[src/rtl/multicycle_ctrl.sv]
// Multi-cycle MIPS control unit.
// Sequences FETCH/DECODE/EXEC/MEM/WB over a shared datapath whose memory
// may insert wait states. The unit decodes op/func into per-state strobes,
// traps illegal opcodes and memory timeouts into a sticky error code, and
// counts retired instructions.
// Strobes are a combinational function of the current state and inputs, so
// that they can follow mem_ready, Zero and Overflow within the same cycle
// and drop at once when rst rises.
module multicycle_ctrl #(
    parameter int ALUCTR_W    = 3,
    parameter int CNT_W       = 32,
    parameter int MEM_TIMEOUT = 15
) (
    input  logic                clk,
    input  logic                rst,
    input  logic [5:0]          op,
    input  logic [5:0]          func,
    input  logic                Zero,
    input  logic                Overflow,
    input  logic                mem_ready,
    output logic                IRWr,
    output logic                PCWr,
    output logic [1:0]          PC_Sel,
    output logic                RegDst,
    output logic                RegWr,
    output logic                ALUSrc,
    output logic [ALUCTR_W-1:0] ALUctr,
    output logic                MemRd,
    output logic                MemWr,
    output logic                MemtoReg,
    output logic                Extop,
    output logic [2:0]          state,
    output logic [1:0]          err,
    output logic [CNT_W-1:0]    retired
);

    // State encodings (also exported on the debug port).
    localparam logic [2:0] S_FETCH  = 3'd0;
    localparam logic [2:0] S_DECODE = 3'd1;
    localparam logic [2:0] S_EXEC   = 3'd2;
    localparam logic [2:0] S_MEM    = 3'd3;
    localparam logic [2:0] S_WB     = 3'd4;
    localparam logic [2:0] S_ERR    = 3'd7;

    // Opcodes.
    localparam logic [5:0] OP_RTYPE = 6'b000000;
    localparam logic [5:0] OP_ADDIU = 6'b001001;
    localparam logic [5:0] OP_ORI   = 6'b001101;
    localparam logic [5:0] OP_LW    = 6'b100011;
    localparam logic [5:0] OP_SW    = 6'b101011;
    localparam logic [5:0] OP_BEQ   = 6'b000100;
    localparam logic [5:0] OP_J     = 6'b000010;

    // R-type function codes.
    localparam logic [5:0] FN_ADD = 6'b100000;
    localparam logic [5:0] FN_SUB = 6'b100010;
    localparam logic [5:0] FN_AND = 6'b100100;
    localparam logic [5:0] FN_OR  = 6'b100101;
    localparam logic [5:0] FN_SLT = 6'b101010;

    // ALU control codes, zero-extended to the port width.
    localparam logic [ALUCTR_W-1:0] ALU_ADD = ALUCTR_W'(3'b000);
    localparam logic [ALUCTR_W-1:0] ALU_SUB = ALUCTR_W'(3'b001);
    localparam logic [ALUCTR_W-1:0] ALU_AND = ALUCTR_W'(3'b010);
    localparam logic [ALUCTR_W-1:0] ALU_OR  = ALUCTR_W'(3'b011);
    localparam logic [ALUCTR_W-1:0] ALU_SLT = ALUCTR_W'(3'b100);

    // Error codes.
    localparam logic [1:0] E_NONE    = 2'b00;
    localparam logic [1:0] E_ILLEGAL = 2'b01;
    localparam logic [1:0] E_TIMEOUT = 2'b10;

    // Wait counter must be able to hold MEM_TIMEOUT-1.
    localparam int WAIT_W = (MEM_TIMEOUT > 1) ? $clog2(MEM_TIMEOUT) : 1;
    localparam logic [WAIT_W-1:0] WAIT_LAST = WAIT_W'(MEM_TIMEOUT - 1);

    // True when op/func names an instruction this unit implements.
    function automatic logic is_legal(input logic [5:0] o, input logic [5:0] f);
        logic ok;
        case (o)
            OP_RTYPE: begin
                case (f)
                    FN_ADD, FN_SUB, FN_AND, FN_OR, FN_SLT: ok = 1'b1;
                    default:                               ok = 1'b0;
                endcase
            end
            OP_ADDIU, OP_ORI, OP_LW, OP_SW, OP_BEQ, OP_J: ok = 1'b1;
            default:                                      ok = 1'b0;
        endcase
        return ok;
    endfunction

    // ALU code for an R-type function field.
    function automatic logic [ALUCTR_W-1:0] r_aluctr(input logic [5:0] f);
        logic [ALUCTR_W-1:0] a;
        case (f)
            FN_ADD:  a = ALU_ADD;
            FN_SUB:  a = ALU_SUB;
            FN_AND:  a = ALU_AND;
            FN_OR:   a = ALU_OR;
            FN_SLT:  a = ALU_SLT;
            default: a = ALU_ADD;
        endcase
        return a;
    endfunction

    logic [2:0]          state_q,   state_d;
    logic [1:0]          err_q,     err_d;
    logic [WAIT_W-1:0]   wait_q,    wait_d;
    logic [CNT_W-1:0]    retired_q, retired_d;

    logic                is_r_s;
    logic                is_lw_s;
    logic                is_sw_s;
    logic                legal_s;
    logic                ovf_trap_s;
    logic                mem_tmo_s;
    logic                retire_s;
    logic [ALUCTR_W-1:0] alu_op_s;
    logic                alu_src_s;
    logic                ext_s;

    assign is_r_s     = (op == OP_RTYPE);
    assign is_lw_s    = (op == OP_LW);
    assign is_sw_s    = (op == OP_SW);
    assign legal_s    = is_legal(op, func);
    // Signed overflow on add/sub suppresses the write but does not trap.
    assign ovf_trap_s = is_r_s && ((func == FN_ADD) || (func == FN_SUB)) && Overflow;
    // This is the last allowed not-ready cycle of a memory access.
    assign mem_tmo_s  = (wait_q == WAIT_LAST);

    // ALU operation implied by the current instruction.
    always_comb begin
        alu_op_s  = ALU_ADD;
        alu_src_s = 1'b0;
        ext_s     = 1'b0;
        case (op)
            OP_RTYPE: begin
                alu_op_s = r_aluctr(func);
            end
            OP_ADDIU, OP_LW, OP_SW: begin
                alu_op_s  = ALU_ADD;
                alu_src_s = 1'b1;
                ext_s     = 1'b1;
            end
            OP_ORI: begin
                alu_op_s  = ALU_OR;
                alu_src_s = 1'b1;
                ext_s     = 1'b0;
            end
            OP_BEQ: begin
                alu_op_s = ALU_SUB;
            end
            default: begin
                alu_op_s  = ALU_ADD;
                alu_src_s = 1'b0;
                ext_s     = 1'b0;
            end
        endcase
    end

    // State, sticky error, wait counter and retire counter registers.
    always_ff @(posedge clk or posedge rst) begin
        if (rst) begin
            state_q   <= S_FETCH;
            err_q     <= E_NONE;
            wait_q    <= {WAIT_W{1'b0}};
            retired_q <= {CNT_W{1'b0}};
        end else begin
            state_q   <= state_d;
            err_q     <= err_d;
            wait_q    <= wait_d;
            retired_q <= retired_d;
        end
    end

    // Next-state, error capture, wait counting and retirement.
    always_comb begin
        state_d  = state_q;
        err_d    = err_q;
        wait_d   = wait_q;
        retire_s = 1'b0;
        case (state_q)
            S_FETCH: begin
                if (mem_ready) begin
                    state_d = S_DECODE;
                end else if (mem_tmo_s) begin
                    state_d = S_ERR;
                    err_d   = E_TIMEOUT;
                end else begin
                    wait_d = wait_q + WAIT_W'(1);
                end
            end
            S_DECODE: begin
                if (legal_s) begin
                    state_d = S_EXEC;
                end else begin
                    state_d = S_ERR;
                    err_d   = E_ILLEGAL;
                end
            end
            S_EXEC: begin
                case (op)
                    OP_LW, OP_SW: state_d = S_MEM;
                    OP_BEQ, OP_J: begin
                        state_d  = S_FETCH;
                        retire_s = 1'b1;
                    end
                    default:      state_d = S_WB;
                endcase
            end
            S_MEM: begin
                if (mem_ready) begin
                    if (is_lw_s) begin
                        state_d = S_WB;
                    end else begin
                        state_d  = S_FETCH;
                        retire_s = 1'b1;
                    end
                end else if (mem_tmo_s) begin
                    state_d = S_ERR;
                    err_d   = E_TIMEOUT;
                end else begin
                    wait_d = wait_q + WAIT_W'(1);
                end
            end
            S_WB: begin
                state_d  = S_FETCH;
                retire_s = 1'b1;
            end
            S_ERR: begin
                state_d = S_ERR;
            end
            default: begin
                // Unused encodings are treated as a corrupted sequencer.
                state_d = S_ERR;
                err_d   = E_ILLEGAL;
            end
        endcase

        // Every state change starts a fresh wait window.
        if (state_d != state_q) begin
            wait_d = {WAIT_W{1'b0}};
        end else begin
            wait_d = wait_d;
        end

        if (retire_s) begin
            retired_d = retired_q + CNT_W'(1);
        end else begin
            retired_d = retired_q;
        end
    end

    // Per-state datapath strobes; forced low while reset is asserted.
    always_comb begin
        IRWr     = 1'b0;
        PCWr     = 1'b0;
        PC_Sel   = 2'b00;
        RegDst   = 1'b0;
        RegWr    = 1'b0;
        ALUSrc   = 1'b0;
        ALUctr   = ALU_ADD;
        MemRd    = 1'b0;
        MemWr    = 1'b0;
        MemtoReg = 1'b0;
        Extop    = 1'b0;
        if (!rst) begin
            case (state_q)
                S_FETCH: begin
                    MemRd = 1'b1;
                    if (mem_ready) begin
                        IRWr   = 1'b1;
                        PCWr   = 1'b1;
                        PC_Sel = 2'b00;
                    end else begin
                        IRWr = 1'b0;
                        PCWr = 1'b0;
                    end
                end
                S_EXEC: begin
                    ALUctr = alu_op_s;
                    ALUSrc = alu_src_s;
                    Extop  = ext_s;
                    case (op)
                        OP_BEQ: begin
                            PCWr   = Zero;
                            PC_Sel = 2'b01;
                        end
                        OP_J: begin
                            PCWr   = 1'b1;
                            PC_Sel = 2'b10;
                        end
                        default: begin
                            PCWr   = 1'b0;
                            PC_Sel = 2'b00;
                        end
                    endcase
                end
                S_MEM: begin
                    // Address computation stays on the ALU for the whole access.
                    ALUctr = ALU_ADD;
                    ALUSrc = 1'b1;
                    Extop  = 1'b1;
                    MemRd  = is_lw_s;
                    MemWr  = is_sw_s;
                end
                S_WB: begin
                    RegWr    = !ovf_trap_s;
                    RegDst   = is_r_s;
                    MemtoReg = is_lw_s;
                    if (!is_lw_s) begin
                        // ALU result (and Overflow) must stay valid through write-back.
                        ALUctr = alu_op_s;
                        ALUSrc = alu_src_s;
                        Extop  = ext_s;
                    end else begin
                        ALUctr = ALU_ADD;
                    end
                end
                S_DECODE, S_ERR: begin
                    IRWr = 1'b0;
                end
                default: begin
                    IRWr = 1'b0;
                end
            endcase
        end else begin
            IRWr = 1'b0;
        end
    end

    assign state   = state_q;
    assign err     = err_q;
    assign retired = retired_q;

endmodule

[config.mk]
export PLATFORM = sky130hd
export DESIGN_NAME = multicycle_ctrl
export DESIGN_NICKNAME = d
export VERILOG_FILES = /design/src/rtl/multicycle_ctrl.sv
export SDC_FILE = /design/constraint.sdc
export NUM_CORES = 1
export LEC_CHECK = 0
export BUFFER_PORTS_ARGS = -buffer_cell sky130_fd_sc_hd__buf_4
export CAP_MARGIN = 20
export CORE_ASPECT_RATIO = 0.8
export CORE_MARGIN = 3
export CORE_UTILIZATION = 25
export DETAILED_ROUTE_END_ITERATION = 8
export GPL_TIMING_DRIVEN = 0
export SYNTH_ARGS = -nofsm -noshare
export SYNTH_HDL_FRONTEND = slang
export SYNTH_SLANG_ARGS = --single-unit
[constraint.sdc]
create_clock -name clk -period 2.5 [get_ports clk]
set_input_delay 0.25 -clock clk [delete_from_list [all_inputs] [get_ports clk]]
set_output_delay 0.25 -clock clk [all_outputs]
set_load 0.005 [all_outputs]
; Word level (Yosys, flattened, before mapping)
; Index checks and enable logic that the tools add are counted.
[totals]
elab_cells = 100
input_bits = 17
output_inout_bits = 51
ff_bits = 41
[classes]
muxes = 53
reduce_logical = 17
n_eq_ne = 23
bitwise_logic = 1
n_addsub = 2
[op_table]
columns = op, n
row1 = 6-bit equality test (second input constant), 7
row2 = 32-bit by 1-bit adder with 32-bit output (second input constant), 1
row3 = 1-bit 2-to-1 mux, 23
row4 = 3-bit 2-to-1 mux, 7
row5 = 4-bit 2-to-1 mux, 4
row6 = 3-bit one-hot mux with 5 select lines, 1
row7 = 6-bit by 4-bit equality test with 1-bit output (second input constant), 2
row8 = 3-bit one-hot mux with 2 select lines, 2
row9 = 3-bit one-hot mux with 4 select lines, 1
row10 = 2-bit 2-to-1 mux, 5
row11 = 1-bit one-hot mux with 3 select lines, 3
row12 = 3-bit one-hot mux with 3 select lines, 1
row13 = 1-bit one-hot mux with 2 select lines, 4
row14 = 3-bit by 2-bit equality test with 1-bit output (second input constant), 2
row15 = 3-bit equality test (second input constant), 2
row16 = 6-bit by 2-bit equality test with 1-bit output (second input constant), 1
row17 = 6-bit by 3-bit equality test with 1-bit output (second input constant), 1
row18 = 6-bit zero test, 1
row19 = 2-bit by 1-bit != test with 1-bit output (second input constant), 3
row20 = 2-bit one-hot mux with 3 select lines, 1
row21 = 2-bit OR reduction, 3
row22 = 3-bit OR reduction, 2
row23 = 6-bit OR reduction, 1
row24 = 5-bit OR reduction, 1
row25 = 15 further kinds, 17

; Depth between registers and ports, before layout
[logic_depth]
word_depth = 9
mapped_depth = 7
mapped_depth_nobuf = 7

; Worst setup path before layout
; OpenSTA, ideal clock, no wires.
[synth_path]
kind = input -> output
from = in rst
to = out RegDst
arrival_ns = 1.801
t_required_ns = 2.250
cell_stages = 3
setup_slack_ns = 0.449
n_path_buf = 0
cell_sequence = inv_1 -> nand3_1 -> nor4b_1
[synth_between]
elab_chain_cells = 1
[synth_lines]
columns = element, line
row1 = from (decl), 15  ; input logic rst,
row2 = 1-bit 2-to-1 mux, 268  ; if (!rst) begin
row3 = to (decl), 24  ; output logic RegDst,
; Every way passes these cells.

; Final worst setup path
[layout_path]
from = reg state_q[1] (netlist: state[1])
to = reg retired_q[31] (netlist: retired[31])
[layout_between]
elab_chain_cells = 2
elab_cells_between_ends = 4
classes_between = 3 x eq/ne / 1 x mux
[layout_lines]
columns = element, line
row1 = from (decl), 107  ; logic [2:0] state_q, state_d;
row2 = from (signal assigned), 170  ; state_q <= state_d;
row3 = 3-bit equality test or 3-bit by 2-bit equality test with 1-bit output (tied branches), 183  ; case (state_q)
row4 = 1-bit one-hot mux with 3 select lines *, 183
row5 = to (signal assigned), 168  ; retired_q <= {CNT_W{1'b0}};
row6 = to (signal assigned), 173  ; retired_q <= retired_d;
row7 = to (decl), 110  ; logic [CNT_W-1:0] retired_q, retired_d;
; Mark *: on every way between the ends. The rest lies on a longest branch, timed or not.
; A chain may end at the register's enable or synchronous reset.

==> flow_metrics.py <==
metrics = {
    "setup_path": {
        "cp-end-kind": "register",
        "crit_type": "register to register",
        "reg2reg_depth": 5,
        "rrSetupSlack_ns": 0.18,
        "path_max_fanout": 9,
        "cp.arrival_ns": 2.48,
        "startpoint_type": "register",
        "cp.required_ns": 2.66,
        "r2r-start": "state[1]",
        "reg2reg_to": "retired[31]",
    },
    "place": {
        "io_buffers": 62,
        "dp_hpwl_um": 4770,
        "place_ws_ns": 0.101,
        "gp_congestion": 0.788,
    },
    "pwr": {
        "p_seq_share_pct": 48.8,
        "p_switching_uw": 283,
        "p_sw_share_pct": 20.6,
        "p_leak_uw": 0.00143,
        "internal-power_uw": 1090,
        "clock_power_share_pct": 45.1,
        "p_per_area_mw_per_mm2": 430,
        "power_frac_comb_pct": 6.1,
        "vdd_drop_max_uv": 216,
    },
    "final_layout": {
        "diodes": 0,
        "drive_gt1_share_pct": 27.3,
        "final_common_cell": "buf_4",
        "fin_nets": 350,
        "register_area_mm2": 0.00103,
        "layout_common_cells": "buf_4 (63), dfrtp_1 (41), xnor2_1 (27), nand2_1 (26), nand3_1 (19)",
        "num-fill-cells": 936,
        "multi_input_area_mm2": 0.00131,
        "area_growth_pct": 32.5,
    },
    "cts": {
        "cts-root-buf": "clkbuf_16",
        "insertion_delay_ns": 0.27,
        "cts_buffers": 5,
        "cts.clk_slew.worst_paths_ns": 0.06,
        "cts.sinks": 41,
        "cts_tree": "built",
        "ctsLongestPathBuffers": 2,
        "cts_max_level": 2,
        "cts_setup_buffers": 0,
    },
    "yosys": {
        "synth_cells": 259,
        "synth_edf_count": 0,
        "avgSynthCellArea_um2": 9.33,
        "syn_area_mm2": 0.00242,
        "ys_seq_area_share_pct": 42.4,
        "synth_nets": 279,
        "ys.flop_type": "dfrtp_1",
        "ys_types": 48,
        "yosysWarnings": 0,
        "async_reset_ff_share_pct": 100,
        "synth-seq-cells": 41,
    },
    "routing": {
        "routed_wl_um": 6120,
        "ant_nets": 0,
        "dr.pass1.iters": 4,
        "dr_total_vias": 2168,
        "drc": 0,
        "vias_per_cell": 4.87,
        "drtIter0Drc": 121,
        "routedWlPerCell_um": 13.7,
    },
    "floorplanning": {
        "die_area_mm2": 0.0109,
        "die_width_um": 116,
        "coreArea_mm2": 0.00923,
        "rows": 31,
        "ios": 68,
        "start_util_pct": 26.2,
        "die_h_um": 94.0,
    },
    "global_routing": {
        "grt_pass1_vias": 2048,
        "grt.total_usage_pct": 11.5,
        "grt_first_pass_wirelength_um": 10100,
        "grt_max_degree": 29,
        "grt_overflow": 0,
        "antenna_found_initial": 0,
    },
    "sta": {
        "timing.fmax_mhz": 431,
        "skew_ns": 0.00214,
        "setup_violations": 0,
        "period_minus_slack_ns": 2.32,
        "fin_ws_ns": 0.180,
        "period_share_pct": 92.8,
        "rsz0062_at_grt": "false",
        "setup-tns-final_ns": 0,
        "worst_slew_pin_slew_ns": 0.513,
        "hold_viol": 0,
        "relSlewSlack_pct": 65.8,
        "drv_slew": 0,
    },
    "run_status": {
        "status": "finished, final reports clean",
    },
    "hold_path": {
        "hold_path_end": "state[2]",
        "min_from": "op[4]",
        "hp-class": "input port to register",
        "whs_path_depth": 5,
    },
    "run": {
        "maxCapViolations": 0,
    },
}
## area by class of cell
class	instances	share of cell area, %
plain buffers	10	1.88
inverters	7	0.821
repair buffers	64	15.5
clock buffers	7	4.45
well taps	115	4.49
flip-flops and latches	41	32.0
multi-input cells	201	40.8
## worst max path at each step
stage,slack (ns),from,end
after floorplan,0.45,rst,RegDst
after global placement,-0.40,rst,RegDst
after detailed placement,0.10,state[0],retired[31]
after CTS,0.08,state[0],retired[31]
after global routing,0.04,state[1],retired[31]
final,0.18,state[1],retired[31]
## cell usage after synthesis (4+ instances only)
library cell	number	area [um2]
xor2_1	6	52.6
xnor2_1	27	236
nand4_1	9	56.3
a21oi_1	12	60.1
nand3_1	19	95.1
nand2_1	26	97.6
clkbuf_1	4	15.0
nor3_1	9	45.0
dfrtp_1	41	1030
inv_1	7	26.3
and3_1	12	75.1
o21ai_0	14	70.1
nor2_1	17	63.8
## kinds of logic after synthesis
kind of cell / after synthesis / synth area share [%]
AND/OR/NAND/NOR: 116 / 26.1
AO/OA/AOI/OAI: 47 / 13.4
flip-flops: 41 / 42.4
XOR/XNOR: 33 / 12.0
buffers and inverters: 17 / 3.57
adder cells (fa/ha/maj): 3 / 1.55
multiplexers: 2 / 0.932
## repair_timing
action                                 CTS  global route
endpoints found under the hold margin    5             0
setup endpoints to repair                0             1
resized for setup                        0             1
hold buffers                             1             0
## critical path, cell delays in order (launching register included)
cell	delay [ns]
dfrtp_1	0.49
nor3b_1	0.48
a32oi_2	0.31
a211oi_4	0.55
nand4_1	0.20
xnor2_1	0.16
## sequential cells by signal (all words and copies together), names as in the netlist
register and cells:
err 2, retired 32, state 3, wait_q 4
## power by group through the flow
| stage | clock (uW) | combinational, uW | sequential [uW] |
|---|---|---|---|
| 6_report | 621 | 84.2 | 671 |
| 5_1_grt | 676 | 96.5 | 672 |
| 4_1_cts | 645 | 85.9 | 671 |
| 3_5_place_dp | 0 | 84.5 | 683 |
| 3_3_place_gp | 0 | 78.7 | 683 |
| 2_1_floorplan | 0 | 46.7 | 682 |
## metrics by stage
step	hold WS [ns]	util, %	std cells	area [um2]	total power (uW)
2_1_floorplan	0.459	-	259	2420	729
3_3_place_gp	0.463	32.8	436	3030	762
3_5_place_dp	0.292	33.0	437	3050	768
4_1_cts	0.379	34.7	445	3200	1400
5_1_grt	0.428	34.7	445	3200	1440
6_report	0.383	34.7	445	3200	1380
## routing by layer
layer | track usage [%] | routed length [um]
met5 | 0 | 0
met4 | 2.61 | 48
met3 | 2.58 | 270
met2 | 16.9 | 2680
met1 | 17.0 | 3120
Note: power is estimated with default switching activity, not from simulation.
